===== config.mk =====
export PLATFORM = sky130hd
export DESIGN_NAME = timeslice_arbiter
export DESIGN_NICKNAME = d
export VERILOG_FILES = /design/src/rtl/timeslice_arbiter.sv
export SDC_FILE = /design/constraint.sdc
export NUM_CORES = 1
export LEC_CHECK = 0
export BUFFER_PORTS_ARGS = -buffer_cell sky130_fd_sc_hd__buf_4
export CORE_MARGIN = 3
export CORE_UTILIZATION = 56
export CTS_BUF_LIST = sky130_fd_sc_hd__clkbuf_2
export DETAILED_ROUTE_END_ITERATION = 6
export GPL_ROUTABILITY_DRIVEN = 0
export HOLD_SLACK_MARGIN = 0.03
export PLACE_DENSITY = 0.94
export SYNTH_ARGS = -nofsm -noshare
export SYNTH_HDL_FRONTEND = slang
export SYNTH_SLANG_ARGS = --single-unit

===== constraint.sdc =====
create_clock -name clk -period 2.84 [get_ports clk]
set_input_delay 0.142 -clock clk [delete_from_list [all_inputs] [get_ports clk]]
set_output_delay 0.142 -clock clk [all_outputs]
set_load 0.01 [all_outputs]

===== src/rtl/timeslice_arbiter.sv =====
// Round-robin time-slice arbiter: one owner at a time, each grant bounded by
// SLICE prescaler ticks, with early release via done or a dropped req.
module timeslice_arbiter #(
  parameter int NREQ  = 4,
  parameter int SLICE = 8,
  localparam int IW   = $clog2(NREQ),
  localparam int SW   = $clog2(SLICE + 1)
) (
  input  logic            clk,
  input  logic            reset,
  input  logic            tick_in,
  input  logic [NREQ-1:0] req,
  input  logic [NREQ-1:0] done,
  output logic [NREQ-1:0] grant,
  output logic [IW-1:0]   grant_id,
  output logic            busy,
  output logic            slice_expired,
  output logic [SW-1:0]   slice_cnt
);

  typedef enum logic {
    IDLE,
    GRANT
  } state_t;

  state_t        state;
  logic [IW-1:0] rr_ptr;
  logic [IW-1:0] pick;
  logic [IW-1:0] next_ptr;
  logic          early;
  logic          expire;

  // First requester at or after rr_ptr, wrapping around.
  always_comb begin
    logic        found;
    int unsigned idx;
    pick  = '0;
    found = 1'b0;
    idx   = 0;
    for (int unsigned k = 0; k < NREQ; k++) begin
      idx = 32'(rr_ptr) + k;
      if (idx >= NREQ) idx = idx - NREQ;
      if (!found && req[idx[IW-1:0]]) begin
        found = 1'b1;
        pick  = idx[IW-1:0];
      end
    end
  end

  always_comb begin
    early    = done[grant_id] | ~req[grant_id];
    expire   = tick_in && (slice_cnt == SW'(SLICE - 1));
    next_ptr = (grant_id == IW'(NREQ - 1)) ? '0 : grant_id + 1'b1;
  end

  always_ff @(posedge clk) begin
    if (reset) begin
      state         <= IDLE;
      grant         <= '0;
      grant_id      <= '0;
      busy          <= 1'b0;
      slice_expired <= 1'b0;
      slice_cnt     <= '0;
      rr_ptr        <= '0;
    end else begin
      slice_expired <= 1'b0;
      case (state)
        IDLE: begin
          if (|req) begin
            state     <= GRANT;
            grant     <= NREQ'(1) << pick;
            grant_id  <= pick;
            busy      <= 1'b1;
            slice_cnt <= '0;
          end
        end
        GRANT: begin
          // Early release takes priority: expiry is only flagged when the
          // owner was still holding the resource.
          if (early || expire) begin
            state         <= IDLE;
            grant         <= '0;
            grant_id      <= '0;
            busy          <= 1'b0;
            slice_cnt     <= '0;
            rr_ptr        <= next_ptr;
            slice_expired <= expire & ~early;
          end else if (tick_in) begin
            slice_cnt <= slice_cnt + 1'b1;
          end
        end
        default: state <= IDLE;
      endcase
    end
  end

endmodule

==> results of run 1 <==
[worst max-delay path, stage by stage, from the launching register on]
cell and delay (ns):
sky130_fd_sc_hd__dfxtp_1 0.43, sky130_fd_sc_hd__or4b_4 0.56, sky130_fd_sc_hd__a41oi_2 0.26, sky130_fd_sc_hd__nor2_2 0.11
sky130_fd_sc_hd__mux2_4 0.31
[final timing paths]
| kind | start | endpoint | depth (start not counted) |
|---|---|---|---|
| hold / removal | reset | state$_SDFF_PP0_ | 2 |
| setup reg to reg | grant_id[0]$_SDFFE_PP0P_ | rr_ptr[0]$_SDFFE_PP0P_ | 4 |
| hold reg to reg | grant[2]$_SDFFE_PP0P_ | grant[2]$_SDFFE_PP0P_ | 1 |
| setup / recovery | grant_id[0]$_SDFFE_PP0P_ | rr_ptr[0]$_SDFFE_PP0P_ | 4 |
[power breakdown]
| group | internal (mW) | total, mW | leakage, nW | switching (mW) |
|---|---|---|---|---|
| clock | 0.0318 | 0.105 | 0.0164 | 0.0734 |
| sequential | 0.223 | 0.237 | 0.122 | 0.0142 |
| combinational | 0.0484 | 0.105 | 0.280 | 0.0568 |
| total | 0.303 | 0.448 | 0.419 | 0.144 |
[sequential cells by signal, summed over array words and instances, names as in the netlist]
signal	cells
busy	1
grant	4
grant_id	2
rr_ptr	2
slice_cnt	4
slice_expired	1
state	1
[cells in the final DEF (no fill, tap or decap), types with 2 or more instances in the layout]
cell type	instances
sky130_fd_sc_hd__nand4b_1	5
sky130_fd_sc_hd__nor3_1	5
sky130_fd_sc_hd__buf_4	22
sky130_fd_sc_hd__a31oi_1	2
sky130_fd_sc_hd__a32o_1	2
sky130_fd_sc_hd__nand3_1	4
sky130_fd_sc_hd__o2bb2ai_1	3
sky130_fd_sc_hd__mux2i_1	3
sky130_fd_sc_hd__nor2_1	6
sky130_fd_sc_hd__o31ai_1	2
sky130_fd_sc_hd__nand2_1	5
sky130_fd_sc_hd__a21oi_1	9
sky130_fd_sc_hd__ha_1	2
sky130_fd_sc_hd__clkbuf_2	3
sky130_fd_sc_hd__dfxtp_1	15
sky130_fd_sc_hd__and4_1	2
sky130_fd_sc_hd__inv_1	4
[routing by layer]
layer | wire length [um] | GRT usage (%)
met1 | 946 | 31.2
met2 | 1040 | 37.6
met3 | 205 | 7.17
met4 | 30 | 7.02
met5 | 0 | 0
[kinds of logic after synthesis]
| group | Yosys count |
|---|---|
| AND/OR/NAND/NOR | 39 |
| AO/OA/AOI/OAI | 29 |
| flip-flops | 15 |
| buffers and inverters | 7 |
| multiplexers | 4 |
| adder cells (fa/ha/maj) | 2 |
[final cells by class]
type / count / area [um^2] / share of cell area, %
multi-input cells: 74 / 536 / 50.8
flip-flops and latches: 15 / 300 / 28.5
well taps: 15 / 18.8 / 1.78
clock buffers: 3 / 15.0 / 1.42
clock inverters: 1 / 5.00 / 0.474
repair buffers: 22 / 165 / 15.7
inverters: 4 / 15.0 / 1.42
[stage by stage]
stage,cell area (um^2),hold WS [ns],instances,total power [mW]
final,1050,0.0658,134,0.448
after global routing,1050,0.0451,134,0.469
after CTS,1050,0.0481,134,0.447
after detailed placement,1030,0.392,130,0.345
after global placement,1030,0.396,130,0.342
after floorplan,863,0.331,96,0.302
==> flow_summary.yaml, run 1 <==
worst_hold_path:
  hold_class: "input pin to flop"
clocking:
  cts_max_path_buffers: 2
  h-tree-depth: 1
  worst_path_clk_slew_ns: 0.15
  post-cts-setup-buffer-count: 0
  cts_hold_buffers: 0
  cts_tree: "yes"
  cts_repair_resize_count: 0
  cts_buffers: 3
  root_buffer: "sky130_fd_sc_hd__clkbuf_2"
  cts_sink_cnt: 15
  insertion_delay_ns: 0.30
power_and_ir_drop:
  ir_worst_vdd_mv: 0.326
  total_leakage_power_nw: 0.419
  power-per-cell-area_nw_per_um2: 424
synthesis:
  synth-edff-count: 0
  synthMuxAreaShare_pct: 5.22
  synthesis.yosys.warnings: 0
  mappedNetlistArea_um2: 863
  synth_sequential_area_ratio_pct: 34.8
  dominantRegCellSynth: "sky130_fd_sc_hd__dfxtp_1"
  syn_inst: 96
  yosys.area_share.adder_pct: 2.90
  synthTopCellsByArea: "sky130_fd_sc_hd__dfxtp_1 (35%), sky130_fd_sc_hd__a21oi_1 (5.2%), sky130_fd_sc_hd__nand4b_1 (5.1%)"
  yosys.cell_types.count: 41
  complex_gate_fraction_of_the_synthesized_area_pct: 24.8
  synth_top_cell_area_share_pct: 34.8
  yosys_register_bits: 15
  ys_async_sr_fraction_pct: 0
  most_common_library_cells_after_synthesis: "sky130_fd_sc_hd__dfxtp_1 (15), sky130_fd_sc_hd__a21oi_1 (9), sky130_fd_sc_hd__nor2_1 (6)"
  syn-num-nets: 109
  combinational_family_with_the_most_area_after_synthesis: "simple AND/OR/NAND/NOR gates"
  fraction_of_the_mapped_netlist_area_in_simple_logic_gates_pct: 29.1
  share_of_the_synthesized_netlist_area_taken_by_xor_and_xnor_gates_pct: 0
  yosys.cell_count.top_type: "sky130_fd_sc_hd__dfxtp_1"
  synth_top_area_cell: "sky130_fd_sc_hd__dfxtp_1"
  post_synthesis_mean_instance_area_um2: 8.99
outcome:
  run_status: "completed"
final_layout:
  insertedDiodeCount: 0
  final_util_pct: 77.2
  area.growth.synth_to_final_pct: 22.2
  post_route_cells_drive_above_1_share_pct: 27.7
  nets: 133
  filler_cell_count: 98
worst_setup_path:
  timing.critical_path.arrival_ns: 1.97
  timing.critical_path.from_type: "flop"
  worst-path-max-fanout: 8
  critical_path_class: "flop to flop"
  worst_setup_path_end_kind: "flop"
  worst-endpoint-required_ns: 3.05
  timing.reg2reg.setup_slack_ns: 1.08
floorplanning:
  initial_core_utilization_pct: 63.2
  die_height_um: 45.3
  placeableCoreArea_um2: 1370
  floorplan.die_area_um2: 2050
  chipWidth_um: 45.3
  io_pins: 23
  std_cell_rows: 13
timing:
  final_critical_path_setup_slack_ns: 1.08
  final.period_utilization_pct: 62.1
  setup_viol: 0
  finalCriticalPeriod_ns: 1.76
  final-max-slew-violation-count: 0
  setup-tns-final_ns: 0
  hold_viol_final: 0
  achievable-frequency_ghz: 0.567
  timing.max_slew.rel_slack_pct: 49.4
  rsz0062_at_grt: "no"
  tightest_slew_ns: 0.752
  fin_worst_skew_ns: 0.00396
routing:
  route.antenna.remaining_nets: 0
  routed_wl_mm: 2.23
  vias: 906
  drc: 0
  first_iteration_detailed_routing_drc_count: 49
  route.detailed.wl_per_inst_um: 16.6
  vias_per_cell: 6.76
  firstDrtPassIters: 4
run:
  max_cap_viol_count: 0
global_route:
  initial_antenna_violation_count: 0
  grt_max_degree: 13
  gr-total-overflow: 0
  grt_first_pass_wirelength_mm: 3.52
  first_global_vias: 797
  track_usage_pct: 23.8
placement:
  place_ws_ns: 1.10
  dp_hpwl_mm: 1.65
  port_buffers: 22
No activity file was read; power rests on OpenSTA's default activity.
==> run 2, diff against run 1 <==
- CORE_UTILIZATION: 56 -> 48
- PLACE_DENSITY: 0.94 -> 0.87
- clock period: 2.84 -> 1.4 ns (I/O delays scaled with it)
==> run 2 against run 1 <==
Compared with the run above:
- the flow now finishes with violations (negative setup slack)
- sequential share of layout area shrank 5.6 points
- non-clock buffer count increased by 24
- sequential power grew 100%
- largest cell class unchanged
- sequential cell count unchanged
- worst hold slack better by 0.041 ns
- clock power grew 110%
- first-iteration DRC count grew 14%
- clock skew is 0.0028 ns lower
- maximum frequency up 6.7%
==> flow_summary.yaml, run 2 (synthesis gave the netlist of run 1 again) <==
worst_setup_path:
  worst_setup_path_end_kind: "flop"
  r2r.worst_path.cells: 4
  critical_path_class: "flop to flop"
  worst-path-max-fanout: 3
  timing.critical_path.from_type: "flop"
  worst-endpoint-required_ns: 1.62
  timing.critical_path.arrival_ns: 1.87
placement:
  placed_cell_area_um2: 1210
  dp_hpwl_mm: 1.95
  port_buffers: 22
  place_ws_ns: -0.244
worst_hold_path:
  hold_class: "input pin to flop"
  min_path_cells: 3
timing:
  fin_hold_ws_ns: 0.107
  hold_viol_final: 0
  setup_viol: 15
  setup-tns-final_ns: -2.86
  final.period_utilization_pct: 118
  rsz0062_at_grt: "yes"
  fin_worst_skew_ns: 0.00116
  final_critical_path_setup_slack_ns: -0.254
  final-max-slew-violation-count: 0
  finalCriticalPeriod_ns: 1.65
  tightest_slew_ns: 0.614
  timing.max_slew.rel_slack_pct: 58.7
  achievable-frequency_ghz: 0.605
routing:
  vias: 1019
  routed_wl_mm: 2.86
  firstDrtPassIters: 4
  route.detailed.wl_per_inst_um: 17.1
  first_iteration_detailed_routing_drc_count: 56
  drc: 0
  route.antenna.remaining_nets: 0
  vias_per_cell: 6.10
final_layout:
  finish.instance_area_um2: 1330
  nets: 157
  layout.cells.most_common: "sky130_fd_sc_hd__buf_4"
  insertedDiodeCount: 0
  post_route_cells_drive_above_1_share_pct: 48.3
  filler_cell_count: 101
  area.growth.synth_to_final_pct: 53.6
  top_regs: "grant (4), slice_cnt (4)"
  layout.cells.most_common_list: "sky130_fd_sc_hd__buf_4 (44), sky130_fd_sc_hd__dfxtp_1 (13), sky130_fd_sc_hd__a21oi_1 (7), sky130_fd_sc_hd__nor2_1 (6), sky130_fd_sc_hd__nand4b_1 (5)"
floorplanning:
  io_pins: 23
  die_height_um: 48.4
  placeableCoreArea_um2: 1590
  floorplan.die_area_um2: 2340
  chipWidth_um: 48.4
  std_cell_rows: 14
  initial_core_utilization_pct: 54.2
global_route:
  first_global_vias: 973
  initial_antenna_violation_count: 0
  grt_first_pass_wirelength_mm: 4.52
  grt_max_degree: 11
  track_usage_pct: 23.9
  gr-total-overflow: 0
clocking:
  cts_max_path_buffers: 2
  worst_path_clk_slew_ns: 0.16
  cts_sink_cnt: 15
  h-tree-depth: 1
  cts_buffers: 3
  root_buffer: "sky130_fd_sc_hd__clkbuf_2"
  insertion_delay_ns: 0.31
  cts_tree: "yes"
outcome:
  violations_in_the_final_reports: "negative setup slack"
  run_status: "complete, but fails checks"
power_and_ir_drop:
  total_leakage_power_nw: 0.557
  ir_worst_vdd_mv: 0.846
  total_power_mw: 1.01
  power-per-cell-area_nw_per_um2: 765
run:
  max_cap_viol_count: 0
-- run 2: cell types whose count changed in the layout (fill, tap and decap cells not counted), moves of 2 or more --
cell and delta:
sky130_fd_sc_hd__a21oi_1 -2, sky130_fd_sc_hd__o2bb2ai_2 +2, sky130_fd_sc_hd__o2bb2ai_1 -2, sky130_fd_sc_hd__buf_4 +22, sky130_fd_sc_hd__dfxtp_1 -2, sky130_fd_sc_hd__a21oi_2 +2
sky130_fd_sc_hd__dfxtp_2 +2
-- run 2: layout make-up --
| type | count | area [um^2] | area share (%) |
|---|---|---|---|
| Clock buffer | 3 | 15.0 | 1.13 |
| Clock inverter | 1 | 5.00 | 0.377 |
| Inverter | 4 | 15.0 | 1.13 |
| Multi-Input combinational cell | 74 | 607 | 45.8 |
| Sequential cell | 15 | 303 | 22.8 |
| Tap cell | 24 | 30.0 | 2.26 |
| Timing Repair Buffer | 46 | 352 | 26.5 |
-- run 2: what timing repair did --
| item | CTS | global route |
|---|---|---|
| hold buffers | 1 | 0 |
| hold endpoints to repair | 3 | 0 |
| setup buffers | 2 | 0 |
| pin swaps | 5 | 5 |
| gates resized for setup | 5 | 9 |
| endpoints found under the setup margin | 15 | 15 |
-- run 2: per-stage QoR --
step	util [%]	instances
after floorplan	-	96
after global placement	75.7	160
after detailed placement	75.7	160
after CTS	80.5	167
after global routing	83.2	167
final	83.2	167
-- run 2: path summary, 6_finish.rpt --
| kind | start | to | slack, ns |
|---|---|---|---|
| worst min register to register | grant[2]$_SDFFE_PP0P_ | grant[2]$_SDFFE_PP0P_ | 0.49 |
| worst max register to register | grant_id[0]$_SDFFE_PP0P_ | rr_ptr[0]$_SDFFE_PP0P_ | -0.25 |
| worst max-delay path | grant_id[0]$_SDFFE_PP0P_ | rr_ptr[0]$_SDFFE_PP0P_ | -0.25 |
| worst min-delay path | tick_in | slice_cnt[2]$_SDFFE_PP0P_ | 0.11 |
-- run 2: metal layers --
metal	part of all wire [%]	vias up	wire (um)	track usage, %
met2	49	54	1400	39.2
met1	42	485	1200	31.7
met3	7.6	6	217	5.21
met4	1.7	0	50	6.64
li1	-	474	-	-
met5	0	-	0	0
-- run 2: critical path, cell delays in order, from the launching register on --
cell and delay [ns]:
sky130_fd_sc_hd__dfxtp_2 0.36, sky130_fd_sc_hd__or4b_4 0.54, sky130_fd_sc_hd__a41oi_4 0.28, sky130_fd_sc_hd__nor2_2 0.08, sky130_fd_sc_hd__mux2_4 0.30
-- run 2: report_power, final --
group / switching (mW) / internal, mW
Combinational: 0.160 / 0.158
Clock: 0.158 / 0.0647
Sequential: 0.0195 / 0.453
Total: 0.338 / 0.677
==> run 3, diff against run 2 <==
- CORE_ASPECT_RATIO: unset -> 1.5
- CORE_UTILIZATION: 48 -> 35
- PLACE_DENSITY: 0.87 -> 0.69
==> run 3 against run 2 <==
Compared with the run above:
- design area down 2.9%
- the flow still finishes with violations (negative setup slack)
- largest cell class unchanged
- clock-buffer cell count rose by 1
- total power shrank 3.7%
- non-clock buffer count shrank 3
- critical endpoint unchanged
- utilization decreased by 27 points
- critical path depth is the same
- combinational power fell by 6.9%
==> flow_summary.yaml, run 3 (synthesis gave the netlist of run 1 again) <==
timing:
  timing.max_slew.rel_slack_pct: 56.0
  fin_worst_skew_ns: 0.00959
  setup-tns-final_ns: -1.74
  final_critical_path_setup_slack_ns: -0.200
  tightest_slew_ns: 0.654
  rsz0062_at_grt: "yes"
  finalCriticalPeriod_ns: 1.60
  final-max-slew-violation-count: 0
  hold_viol_final: 0
  setup_viol: 14
  achievable-frequency_ghz: 0.625
  final.period_utilization_pct: 114
worst_setup_path:
  timing.critical_path.from_type: "flop"
  worst-endpoint-required_ns: 1.59
  worst_setup_path_end_kind: "flop"
  timing.critical_path.arrival_ns: 1.79
  critical-path-top-delay-family: "simple AND/OR/NAND/NOR gates"
  worst-path-max-fanout: 3
  critical_path_class: "flop to flop"
  worst_path_cell_trace: "or4bb_4 > a41oi_4 > nor2_2 > mux2_4"
  critical-path-max-stage-delay_ns: 0.54
  worst_path_max_delay_cell: "sky130_fd_sc_hd__or4bb_4"
  cp.buffers_inverters: 0
clocking:
  cts_max_path_buffers: 2
  cts_tree: "yes"
  cts_buffers: 3
  insertion_delay_ns: 0.28
  h-tree-depth: 1
  root_buffer: "sky130_fd_sc_hd__clkbuf_2"
  worst_path_clk_slew_ns: 0.14
  cts_sink_cnt: 15
floorplanning:
  std_cell_rows: 21
  chipWidth_um: 46.6
  initial_core_utilization_pct: 37.8
  io_pins: 23
  placeableCoreArea_um2: 2290
  floorplan.die_area_um2: 3110
  die_height_um: 66.8
global_route:
  grt_max_degree: 10
  first_global_vias: 959
  global_route.usage.met3_pct: 2.70
  grt_first_pass_wirelength_mm: 4.08
  grt_most_used_layer: "met2"
  track_usage_pct: 17.8
  initial_antenna_violation_count: 0
  grt.met1_usage_pct: 18.4
  gr-total-overflow: 0
  met2_resource_use_gr_pct: 33.3
placement:
  port_buffers: 22
  cell_total_after_placement: 156
  dp_hpwl_mm: 1.93
  placed_cell_area_um2: 1180
worst_hold_path:
  hold_class: "input pin to flop"
final_layout:
  top_regs: "grant (4), slice_cnt (4)"
  nets: 154
  fin_cells: 163
  filler_cell_count: 206
  area.growth.synth_to_final_pct: 49.1
  post_route_cells_drive_above_1_share_pct: 45.0
  layout.cells.most_common: "sky130_fd_sc_hd__buf_4"
  finish.instance_area_um2: 1290
  insertedDiodeCount: 0
  layout.cells.most_common_list: "sky130_fd_sc_hd__buf_4 (40), sky130_fd_sc_hd__dfxtp_1 (13), sky130_fd_sc_hd__a21oi_1 (8)"
power_and_ir_drop:
  power-per-cell-area_nw_per_um2: 759
  total_leakage_power_nw: 0.540
  total_power_uw: 977
  ir_worst_vdd_mv: 0.516
routing:
  route.detailed.wl_per_inst_um: 15.3
  routed_wl_mm: 2.50
  route.antenna.remaining_nets: 0
  drc: 0
  firstDrtPassIters: 4
  vias: 956
  first_iteration_detailed_routing_drc_count: 32
  vias_per_cell: 5.87
outcome:
  violations_in_the_final_reports: "negative setup slack"
  run_status: "complete, but fails checks"
run:
  max_cap_viol_count: 0
run 3: report_power, final:
part | internal [mW] | switching [mW] | total [mW] | leakage (nW)
clock | 0.0757 | 0.135 | 0.210 | 0.0166
combinational | 0.149 | 0.147 | 0.296 | 0.400
sequential | 0.453 | 0.0181 | 0.471 | 0.123
run 3: metal layers:
layer | part of all wire (%) | wire (um)
met3 | 4.7 | 117
met1 | 39 | 975
met4 | 0.96 | 24
met2 | 55 | 1380
met5 | 0 | 0
run 3: layout make-up:
| type | instances | area [um^2] | area share, % |
|---|---|---|---|
| inverter | 4 | 15.0 | 1.17 |
| sequential | 15 | 303 | 23.5 |
| multi-input combinational | 74 | 589 | 45.8 |
| timing repair buffer | 43 | 332 | 25.8 |
| clock buffer | 4 | 20.0 | 1.55 |
| tap | 23 | 28.8 | 2.24 |
run 3: path summary, 6_finish.rpt:
check,start,endpoint,slack (ns),depth (start not counted)
worst max-delay path,grant_id[0]$_SDFFE_PP0P_,rr_ptr[0]$_SDFFE_PP0P_,-0.20,4
worst min-delay path,reset,slice_cnt[1]$_SDFFE_PP0P_,0.04,2
worst max register to register,grant_id[0]$_SDFFE_PP0P_,rr_ptr[0]$_SDFFE_PP0P_,-0.20,4
worst min register to register,grant[0]$_SDFFE_PP0P_,grant[0]$_SDFFE_PP0P_,0.48,1
run 3: worst reg2reg max path, delay by kind of cell, from the launching register on:
family           cells  cell delay, ns
AO/OA/AOI/OAI        1            0.26
multiplexers         1            0.29
flip-flops           1            0.35
AND/OR/NAND/NOR      2            0.62
run 3: what timing repair did:
item	4_1_cts	5_1_grt
setup endpoints to repair	15	15
resized for setup	8	4
pin swaps	7	6
hold buffers	2	0
setup buffers	0	1
endpoints found under the hold margin	2	0
run 3: through the flow:
| stage | hold WS (ns) | setup WS [ns] | utilization, % |
|---|---|---|---|
| after floorplan | 0.259 | -0.215 | - |
| after global placement | 0.323 | -0.167 | 51.7 |
| after detailed placement | 0.323 | -0.239 | 51.7 |
| after CTS | 0.0399 | -0.181 | 55.4 |
| after global routing | 0.0399 | -0.241 | 56.3 |
| final | 0.0430 | -0.200 | 56.3 |
